### src/rtl/uart_rx.sv
`default_nettype none
// ============================================================================
// Module      : uart_rx
// Description : 8N1 serial receiver. It synchronises the rx pin, deframes
//               characters with bit-centre sampling, and buffers the bytes in
//               a first-word-fall-through FIFO with sticky error flags.
// Revision    : 1.0 - initial release
// ============================================================================
module uart_rx #(
  parameter int CLK_FREQ   = 25000000,
  parameter int BAUD_RATE  = 9600,
  parameter int FIFO_DEPTH = 16
) (
  input  logic       clk,
  input  logic       rst,
  input  logic       rx,
  input  logic       pop,
  input  logic       clear_err,
  output logic [7:0] data_out,
  output logic       data_valid,
  output logic       fifo_full,
  output logic       overrun,
  output logic       framing_err
);

  // Clock cycles per bit, and the widths derived from it and from the depth
  localparam int c_div  = CLK_FREQ / BAUD_RATE;
  localparam int c_cw   = $clog2(c_div);
  localparam int c_aw   = $clog2(FIFO_DEPTH);
  localparam int c_cntw = c_aw + 1;

  // Baud reload values: half a bit to reach the start-bit centre, then a full bit
  localparam logic [c_cw-1:0]   c_half  = c_cw'(c_div / 2 - 1);
  localparam logic [c_cw-1:0]   c_full  = c_cw'(c_div - 1);
  localparam logic [c_cntw-1:0] c_depth = c_cntw'(FIFO_DEPTH);

  typedef enum logic [2:0] {
    ST_IDLE  = 3'd0,
    ST_START = 3'd1,
    ST_DATA  = 3'd2,
    ST_STOP  = 3'd3,
    ST_BREAK = 3'd4
  } state_t;

  logic            r_rx_meta;
  logic            r_rx_s;
  state_t          r_state;
  state_t          w_state_nxt;
  logic [c_cw-1:0] r_baud;
  logic [c_cw-1:0] w_baud_nxt;
  logic [2:0]      r_bit;
  logic [2:0]      w_bit_nxt;
  logic [7:0]      r_shift;
  logic [7:0]      w_shift_nxt;
  logic            w_tick;
  logic            w_push;
  logic            w_frame_err;

  logic [7:0]        r_mem [FIFO_DEPTH];
  logic [c_aw-1:0]   r_wr_ptr;
  logic [c_aw-1:0]   r_rd_ptr;
  logic [c_cntw-1:0] r_count;
  logic              w_empty;
  logic              w_full;
  logic              w_pop_ok;
  logic              w_push_ok;
  logic              w_overrun_set;
  logic              r_overrun;
  logic              r_framing_err;

  // Two-flop synchroniser on the asynchronous pin; idles high out of reset
  always_ff @(posedge clk) begin
    if (rst) begin
      r_rx_meta <= 1'b1;
      r_rx_s    <= 1'b1;
    end else begin
      r_rx_meta <= rx;
      r_rx_s    <= r_rx_meta;
    end
  end

  assign w_tick = (r_baud == '0);

  // Receiver state and datapath registers
  always_ff @(posedge clk) begin
    if (rst) begin
      r_state <= ST_IDLE;
      r_baud  <= '0;
      r_bit   <= '0;
      r_shift <= '0;
    end else begin
      r_state <= w_state_nxt;
      r_baud  <= w_baud_nxt;
      r_bit   <= w_bit_nxt;
      r_shift <= w_shift_nxt;
    end
  end

  // Next-state logic: count to each bit centre and act on the sampled line
  always_comb begin
    w_state_nxt = r_state;
    w_baud_nxt  = r_baud;
    w_bit_nxt   = r_bit;
    w_shift_nxt = r_shift;
    w_push      = 1'b0;
    w_frame_err = 1'b0;
    case (r_state)
      ST_IDLE: begin
        if (!r_rx_s) begin
          w_state_nxt = ST_START;
          w_baud_nxt  = c_half;
        end
      end
      ST_START: begin
        if (w_tick) begin
          if (r_rx_s) begin
            // Line went back high before the start-bit centre: a glitch
            w_state_nxt = ST_IDLE;
          end else begin
            w_state_nxt = ST_DATA;
            w_bit_nxt   = '0;
            w_baud_nxt  = c_full;
          end
        end else begin
          w_baud_nxt = r_baud - c_cw'(1);
        end
      end
      ST_DATA: begin
        if (w_tick) begin
          w_shift_nxt = {r_rx_s, r_shift[7:1]};
          w_baud_nxt  = c_full;
          if (r_bit == 3'd7) begin
            w_state_nxt = ST_STOP;
          end else begin
            w_bit_nxt = r_bit + 3'd1;
          end
        end else begin
          w_baud_nxt = r_baud - c_cw'(1);
        end
      end
      ST_STOP: begin
        if (w_tick) begin
          if (r_rx_s) begin
            w_push      = 1'b1;
            w_state_nxt = ST_IDLE;
          end else begin
            // Bad stop bit: drop the byte and wait out a held-low line
            w_frame_err = 1'b1;
            w_state_nxt = ST_BREAK;
          end
        end else begin
          w_baud_nxt = r_baud - c_cw'(1);
        end
      end
      ST_BREAK: begin
        if (r_rx_s) begin
          w_state_nxt = ST_IDLE;
        end
      end
      default: begin
        w_state_nxt = ST_IDLE;
      end
    endcase
  end

  assign w_empty       = (r_count == '0);
  assign w_full        = (r_count == c_depth);
  assign w_pop_ok      = pop && !w_empty;
  // A full FIFO still accepts a byte when the head leaves in the same cycle
  assign w_push_ok     = w_push && (!w_full || w_pop_ok);
  assign w_overrun_set = w_push && w_full && !w_pop_ok;

  // FIFO storage write port; contents are don't-care until counted valid
  always_ff @(posedge clk) begin
    if (!rst && w_push_ok) begin
      r_mem[r_wr_ptr] <= r_shift;
    end
  end

  // FIFO pointers and occupancy; pointers wrap at the power-of-two depth
  always_ff @(posedge clk) begin
    if (rst) begin
      r_wr_ptr <= '0;
      r_rd_ptr <= '0;
      r_count  <= '0;
    end else begin
      if (w_push_ok) begin
        r_wr_ptr <= r_wr_ptr + c_aw'(1);
      end
      if (w_pop_ok) begin
        r_rd_ptr <= r_rd_ptr + c_aw'(1);
      end
      case ({w_push_ok, w_pop_ok})
        2'b10:   r_count <= r_count + c_cntw'(1);
        2'b01:   r_count <= r_count - c_cntw'(1);
        default: r_count <= r_count;
      endcase
    end
  end

  // Sticky error flags; a new event takes priority over a simultaneous clear
  always_ff @(posedge clk) begin
    if (rst) begin
      r_overrun     <= 1'b0;
      r_framing_err <= 1'b0;
    end else begin
      if (w_overrun_set) begin
        r_overrun <= 1'b1;
      end else if (clear_err) begin
        r_overrun <= 1'b0;
      end
      if (w_frame_err) begin
        r_framing_err <= 1'b1;
      end else if (clear_err) begin
        r_framing_err <= 1'b0;
      end
    end
  end

  assign data_out    = w_empty ? 8'h00 : r_mem[r_rd_ptr];
  assign data_valid  = !w_empty;
  assign fifo_full   = w_full;
  assign overrun     = r_overrun;
  assign framing_err = r_framing_err;

endmodule
`default_nettype wire

### config.mk
export PLATFORM = sky130hd
export DESIGN_NAME = uart_rx
export DESIGN_NICKNAME = d
export VERILOG_FILES = /design/src/rtl/uart_rx.sv
export SDC_FILE = /design/constraint.sdc
export NUM_CORES = 1
export LEC_CHECK = 0
export CAP_MARGIN = 20
export CORE_MARGIN = 5
export CORE_UTILIZATION = 50
export DETAILED_ROUTE_END_ITERATION = 10
export GPL_ROUTABILITY_DRIVEN = 0
export GPL_TIMING_DRIVEN = 0
export PLACE_DENSITY = 0.66
export REMOVE_ABC_BUFFERS = 1
export SYNTH_ARGS = -nofsm -noshare
export SYNTH_HDL_FRONTEND = slang
export SYNTH_SLANG_ARGS = --single-unit
### constraint.sdc
create_clock -name clk -period 4.1 [get_ports clk]
set_input_delay 1.23 -clock clk [delete_from_list [all_inputs] [get_ports clk]]
set_output_delay 1.23 -clock clk [all_outputs]
set_load 0.01 [all_outputs]
After elaboration in Yosys (flattened, before gate mapping)

Memory sizes are Yosys's and may differ from the RTL's. A register that Yosys moved wholly into a read port is not among the register bits.
Index checks and enable logic that the tools add are counted.

Register bits after elaboration: 43
Latch bits: 0
Bits in writable memories: 128
Bits in read-only memories: 0
Word-level logic and storage cells: 93
Memories kept: 1

Memory list:

| memory | depth | width | rd ports | clocked after memory_dff | wr ports | line | source |
|---|---|---|---|---|---|---|---|
| r_mem  | 16    | 8     | 1        | 1                        | 1        | 59   | `logic [7:0] r_mem [FIFO_DEPTH];` |

Add/subtract/negate cells: 6
Multipliers: 0
Div/mod/pow operators: 0
Order comparisons: 0
Equality and inequality tests: 18
Shifts and indexed selects: 0
Mux-type cells: 35
Bitwise gates (word level): 0
Reduce and logical (&&, ||, !) cells: 22

Operators by type and width:

| cell                                                                   | number |
|---|---|
| 12-bit 2-to-1 mux                                                      | 5 |
| 12-bit one-hot mux with 4 select lines                                 | 1 |
| 3-bit 2-to-1 mux                                                       | 11 |
| 2-bit != test (second input constant)                                  | 9 |
| 3-bit one-hot mux with 5 select lines                                  | 1 |
| 12-bit logical NOT                                                     | 1 |
| 12-bit by 1-bit subtractor with 12-bit output (second input constant)  | 1 |
| 1-bit 2-to-1 mux                                                       | 11 |
| 5-bit one-hot mux with 2 select lines                                  | 1 |
| 4-bit by 1-bit adder with 4-bit output (second input constant)         | 2 |
| 4-bit 2-to-1 mux                                                       | 2 |
| 8-bit 2-to-1 mux                                                       | 1 |
| 2-bit nonzero test                                                     | 4 |
| 3-bit by 2-bit equality test with 1-bit output (second input constant) | 2 |
| 3-bit equality test (second input constant)                            | 2 |
| 3-bit one-hot mux with 2 select lines                                  | 1 |
| 6-bit AND reduction                                                    | 1 |
| 5-bit by 1-bit adder with 5-bit output (second input constant)         | 1 |
| 5-bit equality test (second input constant)                            | 1 |
| 1-bit logical AND                                                      | 5 |
| 5-bit logical NOT                                                      | 1 |
| 5-bit AND reduction                                                    | 1 |
| 5-bit by 1-bit subtractor with 5-bit output (second input constant)    | 1 |
| 1-bit logical NOT                                                      | 4 |
| other kinds (11)                                                       | 11 |

Depth between registers and ports, before layout

Word-level depth: 8
Gate-level depth with buffers: 12
Depth with buffers taken out: 12

Worst setup path before layout

No wires, ideal clock.

Path kind: reg2out
Start point: register with a tool-made name
End point: output port data_out[0]
Arrival: 2.221 ns
Required time: 2.870 ns
Path slack: 0.649 ns
Stages on the path, launching flop included: 6
Buffers on the path: 2
Cells stage by stage: dfxtp_1 -> clkbuf_1 -> buf_1 -> mux4_2 -> mux4_2 -> nor2b_1

RTL lines:

| item          | line | source |
|---|---|---|
| end, declared | 19   | `output logic [7:0] data_out,` |

==> impl_metrics.csv <==
group,metric,value,unit
yosys,syn_avg_cell_area,14.8,um2
die,die_area,17100,um2
sta,tns,0,ps
die,die_h,131,um
sta,period_share,0.957,
layout,diodes,0,
sta,worst_slack,176,ps
power,powerDensity,553,nW/um2
routing,drtIter0Drc,343,
yosys,synth.area.top_cells,"edfxtp_1, dfxtp_1, mux4_2, nor2_1, ha_1",
global_routing,grt_pass1_wl,22.3,mm
global_routing,grt_max_degree,47,
clocking,cts.sinks,175,
layout,stdcell_count,705,
setup_path,critPathBufInv,2,
sta,max_freq,255,MHz
sta,hold_viol,0,
placement,place_inst,672,
yosys,synth_area_leader_cell,"edfxtp_1",
setup_path,path_cells,"buf_12 > mux4_2 > mux4_2 > nor2b_1 > clkdlybuf4s50_1",
setup_path,cp-end-kind,"output pin",
die,placementRows,44,
routing,vias,4111,
clocking,cts_buffers,17,
hold_path,holdPathStages,1,
yosys,synth_enable_flop_cells,128,
yosys,netlist.area_leader.share,0.527,
layout,final_core_util,0.568,
yosys,synth_area,7290,um2
clocking,clock_latency,420,ps
setup_path,worstRegToRegCells,12,
routing,dr.pass1.iters,5,
setup_path,crit_path_frequent_cell,"mux4_2",
routing,routedWlPerCell,19.0,um
yosys,synth_common_cells,"edfxtp_1, dfxtp_1, nor2_1",
yosys,synth_cell_types,50,
setup_path,cpMaxStageDelayCell,"mux4_2",
clocking,cts_max_path_buffers,2,
run_status,status,"finished, final reports clean",
placement,port_buffers,16,
placement,hpwl,9.05,mm
placement,place_ws,118,ps
routing,drc,0,
clocking,htree_levels,4,
layout,drive_above_1_share,0.165,
global_routing,grt_pass1_vias,4228,
setup_path,cp_slowest_stage_delay,560,ps
sta,tightest_slew,1000,ps
routing,postRouteAntennaNets,0,
layout,fin_nets,526,
setup_path,cp_max_fo,17,
flow_run,maxCapViolations,0,
sta,min_period,3920,ps
die,io_pins,17,
routing,routed_wl,13.4,mm
setup_path,arrival,2690,ps
setup_path,critPathKind,"flip-flop to output pin",
sta,maxSlewHeadroom,0.330,
layout,syn_to_final_growth,12.4,%
placement,place_area,7610,um2
clocking,hold_buffers,0,
global_routing,antenna_found_initial,0,
setup_path,worst-path-stages,5,
yosys,synth-seq-cells,175,
clocking,cts_tree,"built",
global_routing,groute.usage.overall,0.173,
setup_path,cp-start-kind,"flip-flop",
global_routing,grt_overflow,0,
setup_path,cp.required,2870,ps
yosys,ys.warnings.count,0,
sta,final.setup_skew,8.51,ps
yosys,seq_area_frac_synth,0.656,
routing,viasPerCell,5.83,
yosys,yosysMostFrequentCell,"edfxtp_1",
clocking,root_buffer,"clkbuf_16",
sta,setup_viol,0,
die,start_util,0.506,
clocking,clkTransAtPathRegs,60,ps
power,p_leak,0.00268,uW
sta,rsz0062_at_grt,"false",
die,core_area,14400,um2
yosys,async_flop_share,0,
yosys,synth_ff_type,"edfxtp_1",
power,worst_ir_drop_vdd,0.328,mV
hold_path,hold_path_class,"flip-flop to flip-flop",
layout,final_cell_area,8200,um2
yosys,syn_inst,494,
layout,nFillCells,1124,
setup_path,crit_family,"multiplexers",
die,die_w,131,um
sta,drv_slew,0,
power breakdown:
group	internal, uW	leakage (uW)	switching [uW]
sequential	1920	0.00157	84.3
clock	886	0.000268	624
combinational	515	0.000845	498
total	3330	0.00268	1210
state kept, by name, indices dropped and copies added, names as in the netlist, named ones only:
| name | cells |
|---|---|
| r_wr_ptr | 4 |
| r_count | 5 |
| r_rd_ptr | 4 |
| r_mem | 128 |
| r_bit | 3 |
| r_shift | 8 |
| overrun | 1 |
| r_rx_meta | 1 |
| framing_err | 1 |
| r_state | 3 |
| r_baud | 12 |
| r_rx_s | 1 |
kinds of logic (layout without fill, tap and decap cells):
logic type | count (synthesis) | after routing | synth area share
adder cells (fa/ha/maj) | 13 | 13 | 0.0233
flip-flops | 175 | 175 | 0.656
multiplexers | 47 | 47 | 0.134
XOR/XNOR | 7 | 7 | 0.00841
AND/OR/NAND/NOR | 144 | 144 | 0.0968
AO/OA/AOI/OAI | 72 | 72 | 0.0628
buffers and inverters | 36 | 63 | 0.0189
cell usage in the layout (no fill, tap or decap), drive strengths merged, types with 9 or more instances in the layout:
cell type / count
mux4: 40
inv: 12
dfxtp: 47
o21ai: 16
clkinv: 10
a21oi: 27
nand2: 36
nand3: 9
nor2: 47
nor3: 13
edfxtp: 128
ha: 12
nor2b: 9
clkdlybuf4s50: 15
clkbuf: 19
per-stage QoR:
step	hold WS (ps)	power (uW)
after floorplan	389	2680
after global placement	392	3010
after detailed placement	394	3050
after CTS	408	4570
after global routing	431	4740
final	407	4530
final cells by class:
type	instances	area, um2	share of cell area
timing repair buffer	19	203	0.0247
tap	184	230	0.0281
clock buffer	19	433	0.0528
multi-input combinational	283	2370	0.289
inverter	12	45.0	0.00549
sequential	175	4790	0.585
clock inverter	13	123	0.0150
timing repair:
item | in CTS | in global routing
buffers inserted | 1 | 0
pin swaps | 0 | 0
cloned | 0 | 0
gates resized for setup | 2 | 1
setup endpoints to repair | 8 | 6
per-layer routing:
layer / vias to the layer above / wire, um / global-route usage
li1: 1937 / - / -
met3: 16 / 508 / 0.0382
met2: 89 / 6800 / 0.287
met5: - / 0 / 0
met1: 2069 / 5930 / 0.228
met4: 0 / 186 / 0.0544
worst paths after layout:
kind / startpoint / slack (ps) / to
setup / recovery: flip-flop / 180 / data_out[1]
hold reg to reg: r_rx_meta$_SDFF_PP1_ / 410 / r_rx_s$_SDFF_PP1_
setup reg to reg: r_baud[0]$_SDFFE_PP0P_ / 280 / r_count[4]$_SDFFE_PP0P_
hold / removal: r_rx_meta$_SDFF_PP1_ / 410 / r_rx_s$_SDFF_PP1_
Note: power is estimated with default switching activity, not from simulation.
